`src/rtl/dilithium_pkg.sv`:
```
// Dilithium / ML-DSA constants shared by the signing datapath blocks.
// Each parameter set carries its own K, GAMMA2 and OMEGA.
package dilithium_pkg;

    typedef enum logic [1:0] {
        ML_DSA_44 = 2'd0,
        ML_DSA_65 = 2'd1,
        ML_DSA_87 = 2'd2
    } param_set_e;

    localparam int DIL_N      = 256;
    localparam int DIL_Q      = 8380417;
    localparam int DIL_COEF_W = 32;

    localparam int GAMMA2_44 = (DIL_Q - 1) / 88;
    localparam int GAMMA2_65 = (DIL_Q - 1) / 32;
    localparam int GAMMA2_87 = (DIL_Q - 1) / 32;

    localparam int K_44 = 4;
    localparam int K_65 = 6;
    localparam int K_87 = 8;

    localparam int OMEGA_44 = 80;
    localparam int OMEGA_65 = 55;
    localparam int OMEGA_87 = 75;

endpackage

```
`src/rtl/hint_lane_cmp.sv`:
```
// Single-lane make-hint decision: flags a0 outside [-GAMMA2, GAMMA2],
// or sitting exactly on -GAMMA2 with a nonzero a1.
module hint_lane_cmp #(
    parameter int COEF_W = 32,
    parameter int GAMMA2 = 95232
) (
    input  logic signed [COEF_W-1:0] a0,
    input  logic        [COEF_W-1:0] a1,
    output logic                     hint
);

    localparam logic signed [COEF_W-1:0] G_POS = COEF_W'(GAMMA2);
    localparam logic signed [COEF_W-1:0] G_NEG = -G_POS;

    assign hint = (a0 > G_POS) || (a0 < G_NEG) || ((a0 == G_NEG) && (a1 != '0));

endmodule

```
`src/rtl/poly_make_hint_stream.sv`:
```
// Streaming make-hint engine: LANES (a0, a1) pairs per beat over K polynomials,
// one registered hint word per beat, per-poly and whole-vector hint counts.
module poly_make_hint_stream
    import dilithium_pkg::*;
#(
    parameter int LANES  = 8,
    parameter int N      = DIL_N,
    parameter int K      = K_44,
    parameter int COEF_W = DIL_COEF_W,
    parameter int GAMMA2 = GAMMA2_44,
    parameter int OMEGA  = OMEGA_44,
    parameter int CNT_W  = $clog2(K*N+1)
) (
    input  logic                    clk,
    input  logic                    rst,
    input  logic                    start,
    input  logic                    in_valid,
    output logic                    in_ready,
    input  logic [LANES*COEF_W-1:0] a0_in,
    input  logic [LANES*COEF_W-1:0] a1_in,
    output logic                    out_valid,
    input  logic                    out_ready,
    output logic [LANES-1:0]        hint_out,
    output logic                    out_last,
    output logic [8:0]              poly_cnt,
    output logic                    vec_done,
    output logic [CNT_W-1:0]        vec_cnt,
    output logic                    reject,
    output logic                    busy
);

    localparam int BEATS  = N / LANES;
    localparam int BEAT_W = (BEATS > 1) ? $clog2(BEATS) : 1;
    localparam int POLY_W = (K > 1) ? $clog2(K) : 1;
    localparam int PC_W   = $clog2(LANES + 1);

    localparam logic [1:0] S_IDLE  = 2'd0;
    localparam logic [1:0] S_RUN   = 2'd1;
    localparam logic [1:0] S_FLUSH = 2'd2;
    localparam logic [1:0] S_DONE  = 2'd3;

    logic [1:0]        state;
    logic [BEAT_W-1:0] beat_idx;
    logic [POLY_W-1:0] poly_idx;
    logic [LANES-1:0]  hint_comb;
    logic [PC_W-1:0]   pop_in;
    logic [PC_W-1:0]   pop_out;
    logic [CNT_W-1:0]  vec_sum;
    logic              accept_in;
    logic              accept_out;
    logic              last_beat_in;
    logic              final_in;

    // Pairwise reduction: log2(LANES) adder levels.
    function automatic logic [PC_W-1:0] popcount(input logic [LANES-1:0] v);
        logic [PC_W-1:0] sum [LANES];
        for (int i = 0; i < LANES; i++) sum[i] = PC_W'(v[i]);
        for (int step = 1; step < LANES; step = step * 2)
            for (int i = 0; i + step < LANES; i = i + 2 * step)
                sum[i] = sum[i] + sum[i + step];
        return sum[0];
    endfunction

    for (genvar j = 0; j < LANES; j++) begin : g_lane
        hint_lane_cmp #(
            .COEF_W (COEF_W),
            .GAMMA2 (GAMMA2)
        ) u_cmp (
            .a0   (a0_in[COEF_W*j +: COEF_W]),
            .a1   (a1_in[COEF_W*j +: COEF_W]),
            .hint (hint_comb[j])
        );
    end

    assign pop_in       = popcount(hint_comb);
    assign in_ready     = (state == S_RUN) && (!out_valid || out_ready);
    assign busy         = (state == S_RUN) || (state == S_FLUSH);
    assign accept_in    = in_valid && in_ready;
    assign accept_out   = out_valid && out_ready;
    assign last_beat_in = (beat_idx == BEAT_W'(BEATS - 1));
    assign final_in     = last_beat_in && (poly_idx == POLY_W'(K - 1));
    assign vec_sum      = vec_cnt + CNT_W'(pop_out);

    always_ff @(posedge clk or posedge rst) begin
        if (rst) begin
            state     <= S_IDLE;
            beat_idx  <= '0;
            poly_idx  <= '0;
            out_valid <= 1'b0;
            hint_out  <= '0;
            out_last  <= 1'b0;
            pop_out   <= '0;
            poly_cnt  <= '0;
            vec_cnt   <= '0;
            vec_done  <= 1'b0;
            reject    <= 1'b0;
        end else begin
            vec_done <= 1'b0;

            if (accept_in) begin
                hint_out  <= hint_comb;
                out_last  <= last_beat_in;
                pop_out   <= pop_in;
                out_valid <= 1'b1;
                beat_idx  <= last_beat_in ? '0 : beat_idx + BEAT_W'(1);
                if (last_beat_in)
                    poly_idx <= (poly_idx == POLY_W'(K - 1)) ? '0 : poly_idx + POLY_W'(1);
            end else if (accept_out) begin
                out_valid <= 1'b0;
            end

            // The running count restarts once the previous poly's last beat leaves.
            if (accept_in)
                poly_cnt <= ((accept_out && out_last) ? '0 : poly_cnt) + 9'(pop_in);
            else if (accept_out && out_last)
                poly_cnt <= '0;

            if (accept_out)
                vec_cnt <= vec_sum;

            case (state)
                S_IDLE: begin
                    if (start) begin
                        state    <= S_RUN;
                        beat_idx <= '0;
                        poly_idx <= '0;
                        poly_cnt <= '0;
                        vec_cnt  <= '0;
                        reject   <= 1'b0;
                    end
                end
                S_RUN: begin
                    if (accept_in && final_in)
                        state <= S_FLUSH;
                end
                S_FLUSH: begin
                    // Only the final beat can be in the output register here.
                    if (accept_out) begin
                        state    <= S_DONE;
                        vec_done <= 1'b1;
                        reject   <= (vec_sum > CNT_W'(OMEGA));
                    end
                end
                S_DONE:  state <= S_IDLE;
                default: state <= S_IDLE;
            endcase
        end
    end

endmodule

```
`config.mk`:
```
export PLATFORM = sky130hd
export DESIGN_NAME = poly_make_hint_stream
export DESIGN_NICKNAME = d
export VERILOG_FILES = /design/src/rtl/dilithium_pkg.sv /design/src/rtl/hint_lane_cmp.sv /design/src/rtl/poly_make_hint_stream.sv
export SDC_FILE = /design/constraint.sdc
export NUM_CORES = 1
export LEC_CHECK = 0
export BUFFER_PORTS_ARGS = -buffer_cell sky130_fd_sc_hd__buf_4
export CORE_AREA = 2 2 216 218
export DETAILED_ROUTE_END_ITERATION = 12
export DIE_AREA = 0 0 218 220
export HOLD_SLACK_MARGIN = 0.1
export SLEW_MARGIN = 10
export SYNTH_ARGS = -nofsm -noshare
export SYNTH_HDL_FRONTEND = slang
export SYNTH_SLANG_ARGS = --single-unit
```
`constraint.sdc`:
```
create_clock -name clk -period 4.15 [get_ports clk]
set_clock_uncertainty 0.15 [all_clocks]
set_input_delay 1.0375 -clock clk [delete_from_list [all_inputs] [get_ports clk]]
set_output_delay 1.0375 -clock clk [all_outputs]
set_load 0.01 [all_outputs]
```
==> results.sh <==
export IMPL_start_util_pct=9.94
export IMPL_rsz0062_at_grt="yes"
export IMPL_critPathCaptureType="register"
export IMPL_place_inst=1790
export IMPL_whs_path_depth=2
export IMPL_grt_usage_pct=12.2
export IMPL_grt_pass1_wl_mm=44.5
export IMPL_grt_max_degree=27
export IMPL_coreArea_um2=45900
export IMPL_crit_path_max_fanout=4
export IMPL_synthArstFlopShare_pct=100
export IMPL_clkTransAtPathRegs_ns=0.07
export IMPL_synth_fp_nets=1112
export IMPL_first_iter_violations=280
export IMPL_area_growth_pct=130
export IMPL_drv_slew=0
export IMPL_numCtsBuffers=5
export IMPL_synth_warnings=0
export IMPL_port_buffers=550
export IMPL_wl_met2_mm=15.7
export IMPL_wl_mm=31.2
export IMPL_num_rows=79
export IMPL_crit_arrival_ns=5.71
export IMPL_p_per_area_nw_per_um2=211
export IMPL_cts_root_buf="clkbuf_16"
export IMPL_clk_latency_ns=0.30
export IMPL_wl_per_cell_um=17.3
export IMPL_irDropWorstVdd_uv=153
export IMPL_synth_seq_area_share_pct=24.7
export IMPL_period_share_pct=136
export IMPL_wl_met3_mm=2.77
export IMPL_violations="negative setup slack"
export IMPL_relSlewSlack_pct=30.2
export IMPL_synth_edff_count=0
export IMPL_worstMarginPinSlew_ns=1.05
export IMPL_vias=7554
export IMPL_boundaryPins=551
export IMPL_path_class="primary input to register"
export IMPL_synth_distinct_cells=57
export IMPL_drtAntennaViolNets=0
export IMPL_antenna_found_initial=4
export IMPL_met1Wirelength_mm=12.1
export IMPL_hold_path_class="register to register"
export IMPL_maxCapViolCount=0
export IMPL_drive_gt1_share_pct=58.2
export IMPL_synth_ff_type="dfrtp_1"
export IMPL_syn_cell_area_um2=4560
export IMPL_die_w_um=218
export IMPL_setup_viol=13
export IMPL_grt_pass1_vias=7734
export IMPL_fp_dieH_um=220
export IMPL_setup_ws_ns=-1.48
export IMPL_dp_hpwl_mm=27.9
export IMPL_status="finished with violations"
export IMPL_hold_viol=0
export IMPL_gp_congestion=0.895
export IMPL_layout_nets=1737
export IMPL_ff2ff_path_depth=10
export IMPL_fmaxAchievable_mhz=178
export IMPL_dr_pass1_iters=4
export IMPL_required_ns=4.23
export IMPL_drc=0
export IMPL_startpoint_type="primary input"
export IMPL_cts_tree="built"
export IMPL_viasPerCell=4.18
export IMPL_dieArea_um2=48000
export IMPL_layoutNonFillerInstCount=1806
export IMPL_pre_cts_slack_ns=-1.92
export IMPL_postSynthAreaPerCell_um2=7.97
export IMPL_cts_buffer_depth=2
export IMPL_synth_cells=572
export IMPL_p_leak_nw=4.71
export IMPL_cts_sinks=45
export IMPL_period_needed_ns=5.63
export IMPL_ys_seq_elements=45
export IMPL_grt_overflow_total=0
export IMPL_highest_layer="met5"
export IMPL_h_tree_depth=2
-- state kept, by name, indices dropped and copies added (netlist names) --
name	flops
out_valid	1
vec_cnt	11
reject	1
beat_idx	5
vec_done	1
poly_cnt	9
poly_idx	2
hint_out	8
out_last	1
pop_out	4
state	2
-- power by group --
group / total, W / internal (W) / switching (W)
registers: 0.000576 / 0.000510 / 0.0000668
clock network: 0.000439 / 0.000227 / 0.000211
logic: 0.00120 / 0.000644 / 0.000558
total: 0.00222 / 0.00138 / 0.000836
-- cells by family (layout without fill, tap and decap cells) --
family,count (synthesis),after routing,share of synthesized area (%)
buf+inv,23,649,1.89
mux,4,4,0.960
flops,45,45,24.7
simple gates,355,355,45.0
xor+xnor,14,14,2.69
other cells,0,1,0
fa+ha+maj,23,23,7.30
compound gates,108,108,17.4
-- layout make-up --
cell class                      count  area, um^2
Fill cell                        5101       35400
Tap cell                          607         759
Inverter                           12        45.0
Timing Repair Buffer              629        4780
Clock inverter                      3        25.0
Multi-Input combinational cell    504        3630
Sequential cell                    45        1130
Clock buffer                        5         125
Antenna cell                        1        2.50
-- worst paths after layout --
path | from | to | slack (ns)
worst min register to register | pop_out[0] | pop_out[0] | 0.33
worst max-delay path | a0_in[28] | poly_cnt[7] | -1.48
worst min-delay path | pop_out[0] | pop_out[0] | 0.33
min in group asynchronous | rst | vec_cnt[8] | 0.65
max in group asynchronous | rst | beat_idx[1] | 2.58
worst max register to register | out_valid | poly_cnt[6] | 1.38
-- synthesized netlist by cell type (8+ instances only) --
master       n  share of area (%)
nand4b_1    11                2.1
nor4_1     106                 15
ha_1        17                4.7
and2_1      11                1.5
nand3_1     23                2.5
xor2_1       9                1.7
dfrtp_1     45                 25
nand2_1     50                4.1
nor2_1      44                3.6
inv_1       12               0.99
or4_1        8                1.3
clkbuf_1    10               0.82
a211o_1      8                1.5
a21oi_1     27                3.0
and3_1       9                1.2
nor3_1      15                1.6
nand4_1     46                6.3
o2111ai_1    9                1.7
-- placed cells by master, fill, tap and decap left out, drive strengths merged, types with 6 or more instances in the layout --
cell,count
buf,629
nor4,108
nand2,50
nand4,46
dfrtp,45
nor2,44
a21oi,27
nand3,23
nor3,17
ha,17
inv,13
or4,12
nand4b,11
and2,11
and3,9
o2111ai,9
xor2,9
a211o,8
o21ai,8
a31oi,7
a21o,6
a211oi,6
fa,6
-- routing by layer --
layer | up-vias | track usage [%]
met1 | 3517 | 14.0
met2 | 380 | 22.4
li1 | 3607 | -
met4 | 6 | 2.59
met5 | - | 0
met3 | 44 | 3.41
-- metrics by stage --
| step | hold WS [ns] | total power, W | area (um^2) | util [%] | setup TNS (ns) |
|---|---|---|---|---|---|
| CTS | 0.345 | 0.00223 | 10300 | 22.6 | -12.67 |
| floorplan | 0.300 | 0.00105 | 4600 | - | -12.24 |
| global route | 0.376 | 0.00238 | 10500 | 22.9 | -14.53 |
| detailed placement | 0.327 | 0.00174 | 9990 | 21.8 | -18.30 |
| global placement | 0.320 | 0.00172 | 9990 | 21.8 | -17.64 |
| finish | 0.329 | 0.00222 | 10500 | 22.9 | -13.01 |
-- worst max-delay path, stage by stage --
cell and delay (ns):
buf_8 0.08, nand4_1 0.08, or4_4 0.52, or4_4 0.43, and2_4 0.16, fa_2 0.48, fa_1 0.51, inv_2 0.05
fa_2 0.58, ha_4 0.13, fa_2 0.48, ha_4 0.29, a21o_1 0.11, a21o_1 0.14, a21oi_2 0.09, or4_1 0.40
a21oi_1 0.14
-- what timing repair did --
item,4_1_cts,5_1_grt
hold buffers,0,0
setup endpoints to repair,13,13
resized for setup,37,22
pin swaps,16,10
setup buffers,4,4
Power figures use the tool's default switching activity.
